File: config.mk
export PLATFORM = sky130hd
export DESIGN_NAME = riscv_core_csr_trap_unit
export DESIGN_NICKNAME = d
export VERILOG_FILES = /design/src/rtl/riscv_core_csr_pkg.sv /design/src/rtl/riscv_core_csr_regfile.sv /design/src/rtl/riscv_core_csr_trap_unit.sv
export SDC_FILE = /design/constraint.sdc
export NUM_CORES = 1
export LEC_CHECK = 0
export CORE_MARGIN = 3
export CORE_UTILIZATION = 25
export DETAILED_ROUTE_END_ITERATION = 8
export GPL_ROUTABILITY_DRIVEN = 0
export SYNTH_ARGS = -nofsm -noshare
export SYNTH_HDL_FRONTEND = slang
export SYNTH_HIERARCHICAL = 1
export SYNTH_SLANG_ARGS = --single-unit
export TNS_END_PERCENT = 20
File: constraint.sdc
create_clock -name i_clk -period 9.98 [get_ports i_clk]
set_clock_uncertainty 0.1 [all_clocks]
set_input_delay 1.497 -clock i_clk [delete_from_list [all_inputs] [get_ports i_clk]]
set_output_delay 1.497 -clock i_clk [all_outputs]
set_load 0.01 [all_outputs]
File: src/rtl/riscv_core_csr_pkg.sv
//==============================================================================
// Module  : riscv_core_csr_pkg
// Brief   : Shared constants for the M-mode CSR file and trap sequencer:
//           CSR addresses, exception cause codes, mstatus bit positions,
//           CSR op encodings (funct3[1:0]) and the trap FSM state type.
//           The counter CSR addresses are only decoded when
//           RISCV_CSR_COUNTERS_EN is defined.
// Revision: 1.0 - initial release
//==============================================================================
`default_nettype none

package riscv_core_csr_pkg;

  // CSR addresses
  localparam logic [11:0] c_addr_mstatus   = 12'h300;
  localparam logic [11:0] c_addr_misa      = 12'h301;
  localparam logic [11:0] c_addr_mtvec     = 12'h305;
  localparam logic [11:0] c_addr_mscratch  = 12'h340;
  localparam logic [11:0] c_addr_mepc      = 12'h341;
  localparam logic [11:0] c_addr_mcause    = 12'h342;
  localparam logic [11:0] c_addr_mtval     = 12'h343;
  localparam logic [11:0] c_addr_mcycle    = 12'hB00;
  localparam logic [11:0] c_addr_minstret  = 12'hB02;
  localparam logic [11:0] c_addr_mcycleh   = 12'hB80;
  localparam logic [11:0] c_addr_minstreth = 12'hB82;

  // Synchronous exception cause codes
  localparam logic [31:0] c_cause_illegal    = 32'd2;
  localparam logic [31:0] c_cause_breakpoint = 32'd3;
  localparam logic [31:0] c_cause_ecall_m    = 32'd11;

  // mstatus bit positions; MPP is hardwired to machine mode
  localparam int          c_mstatus_mie    = 3;
  localparam int          c_mstatus_mpie   = 7;
  localparam int          c_mstatus_mpp_lo = 11;
  localparam int          c_mstatus_mpp_hi = 12;
  localparam logic [1:0]  c_mpp_machine    = 2'b11;

  // CSR op encodings in funct3[1:0]; funct3[2] selects the zimm operand
  localparam logic [1:0]  c_op_rw = 2'b01;
  localparam logic [1:0]  c_op_rs = 2'b10;
  localparam logic [1:0]  c_op_rc = 2'b11;

  // Trap sequencer states
  typedef enum logic [1:0] {
    ST_IDLE     = 2'd0,
    ST_TRAP     = 2'd1,
    ST_MRET     = 2'd2,
    ST_REDIRECT = 2'd3
  } state_t;

endpackage

`default_nettype wire

File: src/rtl/riscv_core_csr_regfile.sv
//==============================================================================
// Module  : riscv_core_csr_regfile
// Brief   : M-mode CSR storage, address decode, combinational read mux and
//           CSRRW/RS/RC write masking. Trap entry and MRET side effects on
//           mepc/mcause/mtval/mstatus are applied here when the sequencer
//           asks for them. Optional 64-bit mcycle/minstret counters are
//           built when RISCV_CSR_COUNTERS_EN is defined.
// Revision: 1.0 - initial release
//==============================================================================
`default_nettype none

module riscv_core_csr_regfile
  import riscv_core_csr_pkg::*;
#(
  parameter int             XLEN        = 32,
  parameter logic [XLEN-1:0] RESET_MTVEC = 32'h0000_0100,
  parameter logic [XLEN-1:0] MISA_VAL    = 32'h4000_0100
) (
  input  logic            i_clk,
  input  logic            i_rst_n,
  input  logic [11:0]     i_addr,
  output logic [XLEN-1:0] o_rdata,
  output logic            o_addr_known,
  output logic            o_addr_ro,
  input  logic            i_wen,
  input  logic [1:0]      i_op,
  input  logic [XLEN-1:0] i_operand,
  input  logic            i_trap,
  input  logic [XLEN-1:0] i_trap_pc,
  input  logic [XLEN-1:0] i_trap_cause,
  input  logic [XLEN-1:0] i_trap_tval,
  input  logic            i_mret,
  input  logic            i_retire,
  output logic [XLEN-1:0] o_mtvec,
  output logic [XLEN-1:0] o_mepc,
  output logic            o_mie
);

  logic            r_mie;
  logic            r_mpie;
  logic [XLEN-1:0] r_mtvec;
  logic [XLEN-1:0] r_mscratch;
  logic [XLEN-1:0] r_mepc;
  logic [XLEN-1:0] r_mcause;
  logic [XLEN-1:0] r_mtval;
  logic [XLEN-1:0] w_mstatus;
  logic [XLEN-1:0] w_wdata;

`ifdef RISCV_CSR_COUNTERS_EN
  logic [63:0]     r_mcycle;
  logic [63:0]     r_minstret;
`endif

  // Assemble the architectural mstatus view from the two live bits
  always_comb begin
    w_mstatus                                  = '0;
    w_mstatus[c_mstatus_mpp_hi:c_mstatus_mpp_lo] = c_mpp_machine;
    w_mstatus[c_mstatus_mpie]                  = r_mpie;
    w_mstatus[c_mstatus_mie]                   = r_mie;
  end

  // Address decode and read mux; unknown addresses read as zero
  always_comb begin
    o_rdata      = '0;
    o_addr_known = 1'b1;
    o_addr_ro    = 1'b0;
    case (i_addr)
      c_addr_mstatus:   o_rdata = w_mstatus;
      c_addr_misa: begin
        o_rdata   = MISA_VAL;
        o_addr_ro = 1'b1;
      end
      c_addr_mtvec:     o_rdata = r_mtvec;
      c_addr_mscratch:  o_rdata = r_mscratch;
      c_addr_mepc:      o_rdata = r_mepc;
      c_addr_mcause:    o_rdata = r_mcause;
      c_addr_mtval:     o_rdata = r_mtval;
`ifdef RISCV_CSR_COUNTERS_EN
      c_addr_mcycle:    o_rdata = XLEN'(r_mcycle[31:0]);
      c_addr_mcycleh:   o_rdata = XLEN'(r_mcycle[63:32]);
      c_addr_minstret:  o_rdata = XLEN'(r_minstret[31:0]);
      c_addr_minstreth: o_rdata = XLEN'(r_minstret[63:32]);
`endif
      default:          o_addr_known = 1'b0;
    endcase
  end

  // Read-modify-write value for the current CSR op (funct3[1:0]==00 keeps old)
  always_comb begin
    case (i_op)
      c_op_rw: w_wdata = i_operand;
      c_op_rs: w_wdata = o_rdata | i_operand;
      c_op_rc: w_wdata = o_rdata & ~i_operand;
      default: w_wdata = o_rdata;
    endcase
  end

  // Architectural CSR state: trap entry, MRET, then ordinary CSR writes
  always_ff @(posedge i_clk or negedge i_rst_n) begin
    if (!i_rst_n) begin
      r_mie      <= 1'b0;
      r_mpie     <= 1'b0;
      r_mtvec    <= {RESET_MTVEC[XLEN-1:2], 2'b00};
      r_mscratch <= '0;
      r_mepc     <= '0;
      r_mcause   <= '0;
      r_mtval    <= '0;
    end else if (i_trap) begin
      r_mepc     <= {i_trap_pc[XLEN-1:2], 2'b00};
      r_mcause   <= i_trap_cause;
      r_mtval    <= i_trap_tval;
      r_mpie     <= r_mie;
      r_mie      <= 1'b0;
    end else if (i_mret) begin
      r_mie      <= r_mpie;
      r_mpie     <= 1'b1;
    end else if (i_wen) begin
      case (i_addr)
        c_addr_mstatus: begin
          r_mie  <= w_wdata[c_mstatus_mie];
          r_mpie <= w_wdata[c_mstatus_mpie];
        end
        c_addr_mtvec:    r_mtvec    <= {w_wdata[XLEN-1:2], 2'b00};
        c_addr_mscratch: r_mscratch <= w_wdata;
        c_addr_mepc:     r_mepc     <= {w_wdata[XLEN-1:2], 2'b00};
        c_addr_mcause:   r_mcause   <= w_wdata;
        c_addr_mtval:    r_mtval    <= w_wdata;
        default: ;
      endcase
    end
  end

`ifdef RISCV_CSR_COUNTERS_EN
  logic w_wr_cycle_lo;
  logic w_wr_cycle_hi;
  logic w_wr_instret_lo;
  logic w_wr_instret_hi;

  assign w_wr_cycle_lo   = i_wen && (i_addr == c_addr_mcycle);
  assign w_wr_cycle_hi   = i_wen && (i_addr == c_addr_mcycleh);
  assign w_wr_instret_lo = i_wen && (i_addr == c_addr_minstret);
  assign w_wr_instret_hi = i_wen && (i_addr == c_addr_minstreth);

  // Free-running counters; a write to either half suppresses that cycle's increment
  always_ff @(posedge i_clk or negedge i_rst_n) begin
    if (!i_rst_n) begin
      r_mcycle   <= '0;
      r_minstret <= '0;
    end else begin
      if (w_wr_cycle_lo)        r_mcycle[31:0]    <= w_wdata[31:0];
      else if (w_wr_cycle_hi)   r_mcycle[63:32]   <= w_wdata[31:0];
      else                      r_mcycle          <= r_mcycle + 64'd1;

      if (w_wr_instret_lo)      r_minstret[31:0]  <= w_wdata[31:0];
      else if (w_wr_instret_hi) r_minstret[63:32] <= w_wdata[31:0];
      else if (i_retire)        r_minstret        <= r_minstret + 64'd1;
    end
  end
`else
  logic w_retire_unused;
  assign w_retire_unused = i_retire;
`endif

  assign o_mtvec = r_mtvec;
  assign o_mepc  = r_mepc;
  assign o_mie   = r_mie;

endmodule

`default_nettype wire

File: src/rtl/riscv_core_csr_trap_unit.sv
//==============================================================================
// Module  : riscv_core_csr_trap_unit
// Brief   : Machine-mode CSR execution and trap sequencer. Decides CSR ops,
//           prioritises synchronous exceptions, and walks IDLE -> TRAP/MRET ->
//           REDIRECT to emit a one-cycle redirect+flush two cycles after the
//           triggering instruction, stalling upstream while busy.
//           Optional counters: define RISCV_CSR_COUNTERS_EN.
// Revision: 1.0 - initial release
//==============================================================================
`default_nettype none

module riscv_core_csr_trap_unit
  import riscv_core_csr_pkg::*;
#(
  parameter int             XLEN        = 32,
  parameter logic [XLEN-1:0] RESET_MTVEC = 32'h0000_0100,
  parameter logic [XLEN-1:0] MISA_VAL    = 32'h4000_0100
) (
  input  logic            i_clk,
  input  logic            i_rst_n,
  input  logic            i_valid,
  input  logic [31:0]     i_instr,
  input  logic [XLEN-1:0] i_pc,
  input  logic [XLEN-1:0] i_rs1_data,
  input  logic            i_ecall,
  input  logic            i_ebreak,
  input  logic            i_mret,
  input  logic            i_sret,
  input  logic            i_csr_wen,
  input  logic            i_illegal,
  output logic [XLEN-1:0] o_csr_rdata,
  output logic            o_stall,
  output logic            o_flush,
  output logic            o_redirect,
  output logic [XLEN-1:0] o_redirect_pc,
  output logic            o_mie
);

  state_t          r_state;
  state_t          w_state_nxt;
  logic [XLEN-1:0] r_redirect_pc;

  logic [2:0]      w_funct3;
  logic [4:0]      w_rs1_field;
  logic [11:0]     w_csr_addr;
  logic            w_fire;
  logic            w_csr_op;
  logic            w_csr_writes;
  logic            w_csr_bad;
  logic [XLEN-1:0] w_operand;
  logic            w_trap;
  logic [XLEN-1:0] w_cause;
  logic [XLEN-1:0] w_tval;
  logic            w_mret_go;
  logic            w_csr_wen;
  logic            w_retire;
  logic            w_addr_known;
  logic            w_addr_ro;
  logic [XLEN-1:0] w_mtvec;
  logic [XLEN-1:0] w_mepc;

  assign w_funct3    = i_instr[14:12];
  assign w_rs1_field = i_instr[19:15];
  assign w_csr_addr  = i_instr[31:20];

  // Only an IDLE-state valid instruction can have any architectural effect
  assign w_fire    = i_valid && (r_state == ST_IDLE);
  assign w_csr_op  = w_fire && i_csr_wen && (w_funct3 != 3'b000);
  assign w_operand = w_funct3[2] ? XLEN'(w_rs1_field) : i_rs1_data;

  // RS/RC with a zero rs1 field are pure reads; funct3=100 is treated as a read
  assign w_csr_writes = (w_funct3[1:0] == c_op_rw) ||
                        ((w_funct3[1:0] != 2'b00) && (w_rs1_field != 5'd0));
  assign w_csr_bad    = w_csr_op && (!w_addr_known || (w_addr_ro && w_csr_writes));

  // Exception prioritisation: first matching source wins
  always_comb begin
    w_trap  = 1'b0;
    w_cause = '0;
    w_tval  = '0;
    if (w_fire) begin
      if (i_illegal || i_sret) begin
        w_trap  = 1'b1;
        w_cause = XLEN'(c_cause_illegal);
        w_tval  = XLEN'(i_instr);
      end else if (w_csr_bad) begin
        w_trap  = 1'b1;
        w_cause = XLEN'(c_cause_illegal);
        w_tval  = XLEN'(i_instr);
      end else if (i_ecall) begin
        w_trap  = 1'b1;
        w_cause = XLEN'(c_cause_ecall_m);
        w_tval  = '0;
      end else if (i_ebreak) begin
        w_trap  = 1'b1;
        w_cause = XLEN'(c_cause_breakpoint);
        w_tval  = i_pc;
      end
    end
  end

  assign w_mret_go = w_fire && i_mret && !w_trap;
  assign w_csr_wen = w_csr_op && w_csr_writes && !w_trap;
  assign w_retire  = w_fire && !w_trap;

  riscv_core_csr_regfile #(
    .XLEN        (XLEN),
    .RESET_MTVEC (RESET_MTVEC),
    .MISA_VAL    (MISA_VAL)
  ) u_regfile (
    .i_clk        (i_clk),
    .i_rst_n      (i_rst_n),
    .i_addr       (w_csr_addr),
    .o_rdata      (o_csr_rdata),
    .o_addr_known (w_addr_known),
    .o_addr_ro    (w_addr_ro),
    .i_wen        (w_csr_wen),
    .i_op         (w_funct3[1:0]),
    .i_operand    (w_operand),
    .i_trap       (w_trap),
    .i_trap_pc    (i_pc),
    .i_trap_cause (w_cause),
    .i_trap_tval  (w_tval),
    .i_mret       (w_mret_go),
    .i_retire     (w_retire),
    .o_mtvec      (w_mtvec),
    .o_mepc       (w_mepc),
    .o_mie        (o_mie)
  );

  // Sequencer state register; reset drops any in-flight redirect
  always_ff @(posedge i_clk or negedge i_rst_n) begin
    if (!i_rst_n) r_state <= ST_IDLE;
    else          r_state <= w_state_nxt;
  end

  // Sequencer next-state logic
  always_comb begin
    w_state_nxt = r_state;
    case (r_state)
      ST_IDLE: begin
        if (w_trap)         w_state_nxt = ST_TRAP;
        else if (w_mret_go) w_state_nxt = ST_MRET;
      end
      ST_TRAP, ST_MRET: w_state_nxt = ST_REDIRECT;
      ST_REDIRECT:      w_state_nxt = ST_IDLE;
      default:          w_state_nxt = ST_IDLE;
    endcase
  end

  // Sequencer outputs: stall while busy, redirect/flush only in REDIRECT
  always_comb begin
    o_stall    = (r_state != ST_IDLE);
    o_redirect = (r_state == ST_REDIRECT);
    o_flush    = (r_state == ST_REDIRECT);
  end

  // Capture the redirect target one cycle after the trigger, once mepc is settled
  always_ff @(posedge i_clk or negedge i_rst_n) begin
    if (!i_rst_n)                  r_redirect_pc <= '0;
    else if (r_state == ST_TRAP)   r_redirect_pc <= w_mtvec;
    else if (r_state == ST_MRET)   r_redirect_pc <= w_mepc;
  end

  assign o_redirect_pc = r_redirect_pc;

endmodule

`default_nettype wire

== Word-level counts from Yosys, hierarchy flattened ==
Index checks and enable logic that the tools add are counted.

* Register bits: 194
* Input port bits: 105
* Output and inout port bits: 68
* Word-level logic and storage cells: 109

* Eq/ne operators: 15
* Multiplexer cells: 45
* Bitwise gates (word level): 5
* Reduce and logical (&&, ||, !) cells: 35

{| class="wikitable"
|+ Operators with widths
! operator !! number
|-
| $mux W32 || 21
|-
| $pmux W32 S7 || 1
|-
| $pmux W32 S3 || 1
|-
| $eq A12 B10 Y1 const B || 7
|-
| $and A32 B32 Y32 || 1
|-
| $not A32 Y32 || 1
|-
| $or A32 B32 Y32 || 1
|-
| $mux W1 || 15
|-
| $reduce_bool A2 Y1 || 7
|-
| $mux W4 || 3
|-
| $logic_and A1 B1 Y1 || 10
|-
| $reduce_and A3 Y1 || 3
|-
| $reduce_bool A3 Y1 || 3
|-
| $eq A2 B2 Y1 const B || 4
|-
| $reduce_and A4 Y1 || 2
|-
| $reduce_or A7 Y1 || 1
|-
| $mux W2 || 3
|-
| $pmux W2 S3 || 1
|-
| $reduce_bool A5 Y1 || 1
|-
| $eq A2 B1 Y1 const B || 2
|-
| $logic_or A1 B1 Y1 || 3
|-
| $ne A3 B2 Y1 const B || 1
|-
| $logic_not A1 Y1 || 2
|-
| $logic_not A2 Y1 || 1
|-
| 4 further kinds || 5
|}

== Longest topological paths before layout ==
* Word-level depth: 14
* Gate-level depth with buffers: 17
* Depth with buffers taken out: 12

== Modules after synthesis ==
Netlist, hierarchy kept.

{| class="wikitable"
|+ Modules (own cells, without submodules)
! module !! instances !! cells an instance !! area an instance (µm²) !! seq. area each (µm²)
|-
| riscv_core_csr_regfile || 1 || 1043 || 9555.4 || 3955.0
|-
| riscv_core_csr_trap_unit || 1 || 320 || 2661.3 || 850.8
|}

== Worst setup path before layout ==
Ideal clock, no wire load.

* Kind: input to register
* Start: input i_instr[30]
* End: register u_regfile.r_mtvec[26], in the netlist u_regfile/o_mtvec[26]
* Setup time: 0.125 ns
* Arrival time: 4.679 ns
* Data required time: 9.755 ns
* Path slack: 5.076 ns
* Stages: 15
* Path buffers: 4
* Cell sequence: and4bb_2 -> buf_2 -> nand2_1 -> nor3_1 -> o21ai_0 -> a211oi_2 -> nor4_2 -> buf_6 -> and4_2 -> nand2b_1 -> clkbuf_1 -> nand2b_1 -> nor3_2 -> buf_2 -> mux2_2

* Elaborated cells on any way between the ends: 27
* Those cells by class: eq/ne: 7; mux: 7; bitwise: 4; reduce/logical: 9

{| class="wikitable"
|+ RTL lines
! element !! line !! RTL
|-
| start, declared || riscv_core_csr_trap_unit.sv:22 || <nowiki>input logic [31:0] i_instr,</nowiki>
|-
| $eq A12 B10 Y1 || riscv_core_csr_regfile.sv:67 || <nowiki>case (i_addr)</nowiki>
|-
| $mux W1 || riscv_core_csr_regfile.sv:67 ||
|-
| via w_addr_ro || riscv_core_csr_trap_unit.sv:58 || <nowiki>logic w_addr_ro;</nowiki>
|-
| $logic_and A1 B1 Y1 || riscv_core_csr_trap_unit.sv:74 || <nowiki>assign w_csr_bad = w_csr_op && (!w_addr_known || (w_addr_ro && w_csr_writes));</nowiki>
|-
| $logic_or A1 B1 Y1 || riscv_core_csr_trap_unit.sv:74 ||
|-
| $logic_and A1 B1 Y1 || riscv_core_csr_trap_unit.sv:74 ||
|-
| $mux W1 || riscv_core_csr_trap_unit.sv:86 || <nowiki>end else if (w_csr_bad) begin</nowiki>
|-
| $mux W1 || riscv_core_csr_trap_unit.sv:82 || <nowiki>if (i_illegal || i_sret) begin</nowiki>
|-
| $mux W1 || riscv_core_csr_trap_unit.sv:81 || <nowiki>if (w_fire) begin</nowiki>
|-
| $logic_not A1 Y1 || -- ||
|-
| $logic_and A1 B1 Y1 || riscv_core_csr_trap_unit.sv:102 || <nowiki>assign w_mret_go = w_fire && i_mret && !w_trap;</nowiki>
|-
| via w_mret_go || riscv_core_csr_trap_unit.sv:54 || <nowiki>logic w_mret_go;</nowiki>
|-
| $not A1 Y1 (no source line) || -- ||
|-
| $reduce_and A4 Y1 (no source line) || -- ||
|-
| end signal, assigned || riscv_core_csr_regfile.sv:103 || <nowiki>r_mtvec <= {RESET_MTVEC[XLEN-1:2], 2'b00};</nowiki>
|-
| end signal, assigned || riscv_core_csr_regfile.sv:123 || <nowiki>c_addr_mtvec: r_mtvec <= {w_wdata[XLEN-1:2], 2'b00};</nowiki>
|-
| end, declared || riscv_core_csr_regfile.sv:41 || <nowiki>logic [XLEN-1:0] r_mtvec;</nowiki>
|}

The timed path passes the listed nets, and every way through them passes these cells.
A chain may end at the register's enable or synchronous reset.

== Worst setup path in the final report ==
* Start: input i_instr[20]
* End: output o_csr_rdata[12]

* Word-level cells in the longest chain between the ends: 2
* Elaborated cells on any way between the ends: 8
* Those cells by class: eq/ne: 7; mux: 1

{| class="wikitable"
|+ RTL lines
! element !! line !! RTL
|-
| $eq A12 B10 Y1 || riscv_core_csr_regfile.sv:67 ||
|-
| $pmux W32 S7 * || riscv_core_csr_regfile.sv:67 ||
|-
| end, declared || riscv_core_csr_trap_unit.sv:31 || <nowiki>output logic [XLEN-1:0] o_csr_rdata,</nowiki>
|}

Mark *: on every way between the ends. The rest lies on a longest branch, timed or not.

==> flow_metrics.tcl <==
set metrics [dict create \
    status "completed" \
    p_leak_nw 5.937 \
    postSynthAreaPerCell_um2 8.964 \
    row_count 80 \
    whs_ns 0.3855 \
    clockBufferDepth 2 \
    grt.overflow.total 0 \
    track_usage_pct 19.48 \
    cp-start-kind "input port" \
    cap_viol_max_count 0 \
    syn_inst 1362 \
    port-buffer-count 172 \
    combPwrFrac_pct 40.5 \
    fin_crit_ns 6.367 \
    antenna_found_initial 2 \
    wire_per_inst_um 24.27 \
    net-switching-power_w 0.001255 \
    grt_max_degree 75 \
    routed-via-count 11870 \
    power.density_mw_per_mm2 217.2 \
    dieArea_mm2 0.05152 \
    diodes 0 \
    fillCellCount 4931 \
    ioPinCount 173 \
    peakVddDrop_mv 0.1613 \
    critPathKind "input port to output pin" \
    dr.pass1.iters 8 \
    start_util_pct 25.46 \
    p_sw_share_pct 38.28 \
    die_h_um 227.0 \
    insertion_delay_ns 0.45 \
    grt_pass1_vias 11680 \
    route.detailed.drc 0 \
    p_clk_share_pct 22.6 \
    rsz0062_at_grt "false" \
    hold_violations 0 \
    crit_arrival_ns 4.77 \
    tightestPinTransition_ns 1.314 \
    cts_setup_buffers 0 \
    finalCritPeriodShare_pct 63.80 \
    finalNetCount 1593 \
    wl_um 51290 \
    pwr-share-seq_pct 36.9 \
    cts_resized 0 \
    cp.required_ns 8.38 \
    hold_buffers 0 \
    htree_levels 4 \
    final_common_cell "dfrtp_1" \
    area_growth_pct 23.61 \
    core_mm2 0.04795 \
    critPathMaxFanout 54 \
    hpwl_um 34790 \
    cts_root_buffer "clkbuf_16" \
    cts_tree "done" \
    max_freq_mhz 157.1 \
    layout_common_cells "dfrtp_1 (191), nand2_1 (190), clkdlybuf4s50_1 (169)" \
    setup_viol 0 \
    finalSetupTns_ns 0 \
    internal_power_w 0.002023 \
    numCtsBuffers 17 \
    antenna_left 0 \
    die_w_um 227.0 \
    drt_iter0_drc 1517 \
    grt_pass1_wl_um 75360 \
    crit_path_end_kind "output pin" \
    viasPerCell 5.615 \
    hp-class "flop to flop" \
    final_layout_size_suffix_gt1_share_pct 10.75 \
    clock_sinks 192 \
    slew_headroom_pct 12.14 \
    finalMaxSlewViolations 0 \
    cts.clk_slew.worst_paths_ns 0.07 \
    yosys_warnings 6 \
    synth_area_mm2 0.01221 \
]
==> path summary, 6_finish.rpt <==
check | startpoint | to | slack [ns] | depth (start not counted)
max | i_instr[20] | o_csr_rdata[12] | 3.61 | 7
min | u_regfile/r_mscratch[23] | u_regfile/r_mscratch[23] | 0.39 | 2
max reg2reg | r_state[0] | u_regfile/o_mtvec[6] | 5.65 | 12
min reg2reg | u_regfile/r_mscratch[23] | u_regfile/r_mscratch[23] | 0.39 | 2
max in group asynchronous | i_rst_n | u_regfile/r_mcause[16] | 7.46 | 2
min in group asynchronous | i_rst_n | o_redirect_pc[26] | 0.90 | 1
==> worst max-delay path, stage by stage <==
cell and delay (ns):
buf_2 0.11, buf_4 0.74, and4bb_2 0.38, and4_2 0.93, a2bb2oi_1 0.24, nand3_1 0.26
clkdlybuf4s50_1 0.58
==> state kept, by name, summed over array words and instances (netlist names) <==
register	flops
u_regfile/o_mtvec	30
u_regfile/o_mepc	30
o_redirect_pc	32
u_regfile/o_mie	1
u_regfile/r_mcause	32
u_regfile/r_mscratch	32
u_regfile/r_mtval	32
u_regfile/r_mpie	1
r_state	2
==> metal layers <==
layer	up-vias	wire [µm]	global-route usage, %
met2	675	23680	31.29
li1	5259	-	-
met1	5803	21100	25.51
met5	-	27	0
met3	124	5217	5.725
met4	4	1266	5.749
==> cell type report <==
| type | instances | area [µm²] | share of cell area (%) |
|---|---|---|---|
| flip-flops and latches | 192 | 4806 | 31.84 |
| multi-input cells | 1062 | 6938 | 45.97 |
| well taps | 615 | 769.5 | 5.099 |
| inverters | 14 | 52.55 | 0.3482 |
| clock buffers | 19 | 442.9 | 2.935 |
| repair buffers | 198 | 1911 | 12.66 |
| clock inverters | 13 | 172.7 | 1.144 |
==> through the flow <==
| step | util (%) | setup WS [ns] | cell area [µm²] | std cells | total power (W) |
|---|---|---|---|---|---|
| detailed placement | 30.19 | 3.732 | 14480 | 2081 | 0.002533 |
| CTS | 31.48 | 3.722 | 15090 | 2113 | 0.003277 |
| global placement | 30.19 | 3.743 | 14480 | 2081 | 0.002513 |
| finish | 31.48 | 3.613 | 15090 | 2113 | 0.003278 |
| floorplan | - | 5.078 | 12330 | 1393 | 0.001988 |
| global route | 31.48 | 3.493 | 15090 | 2113 | 0.003462 |
==> power by group through the flow <==
stage	sequential, W	combinational [W]	clock, W
6_report	0.00121	0.00133	0.000741
3_5_place_dp	0.00122	0.00132	0
4_1_cts	0.00120	0.00132	0.000753
3_3_place_gp	0.00121	0.00130	0
2_1_floorplan	0.00119	0.000798	0
5_1_grt	0.00123	0.00144	0.000785
Power figures use the tool's default switching activity.
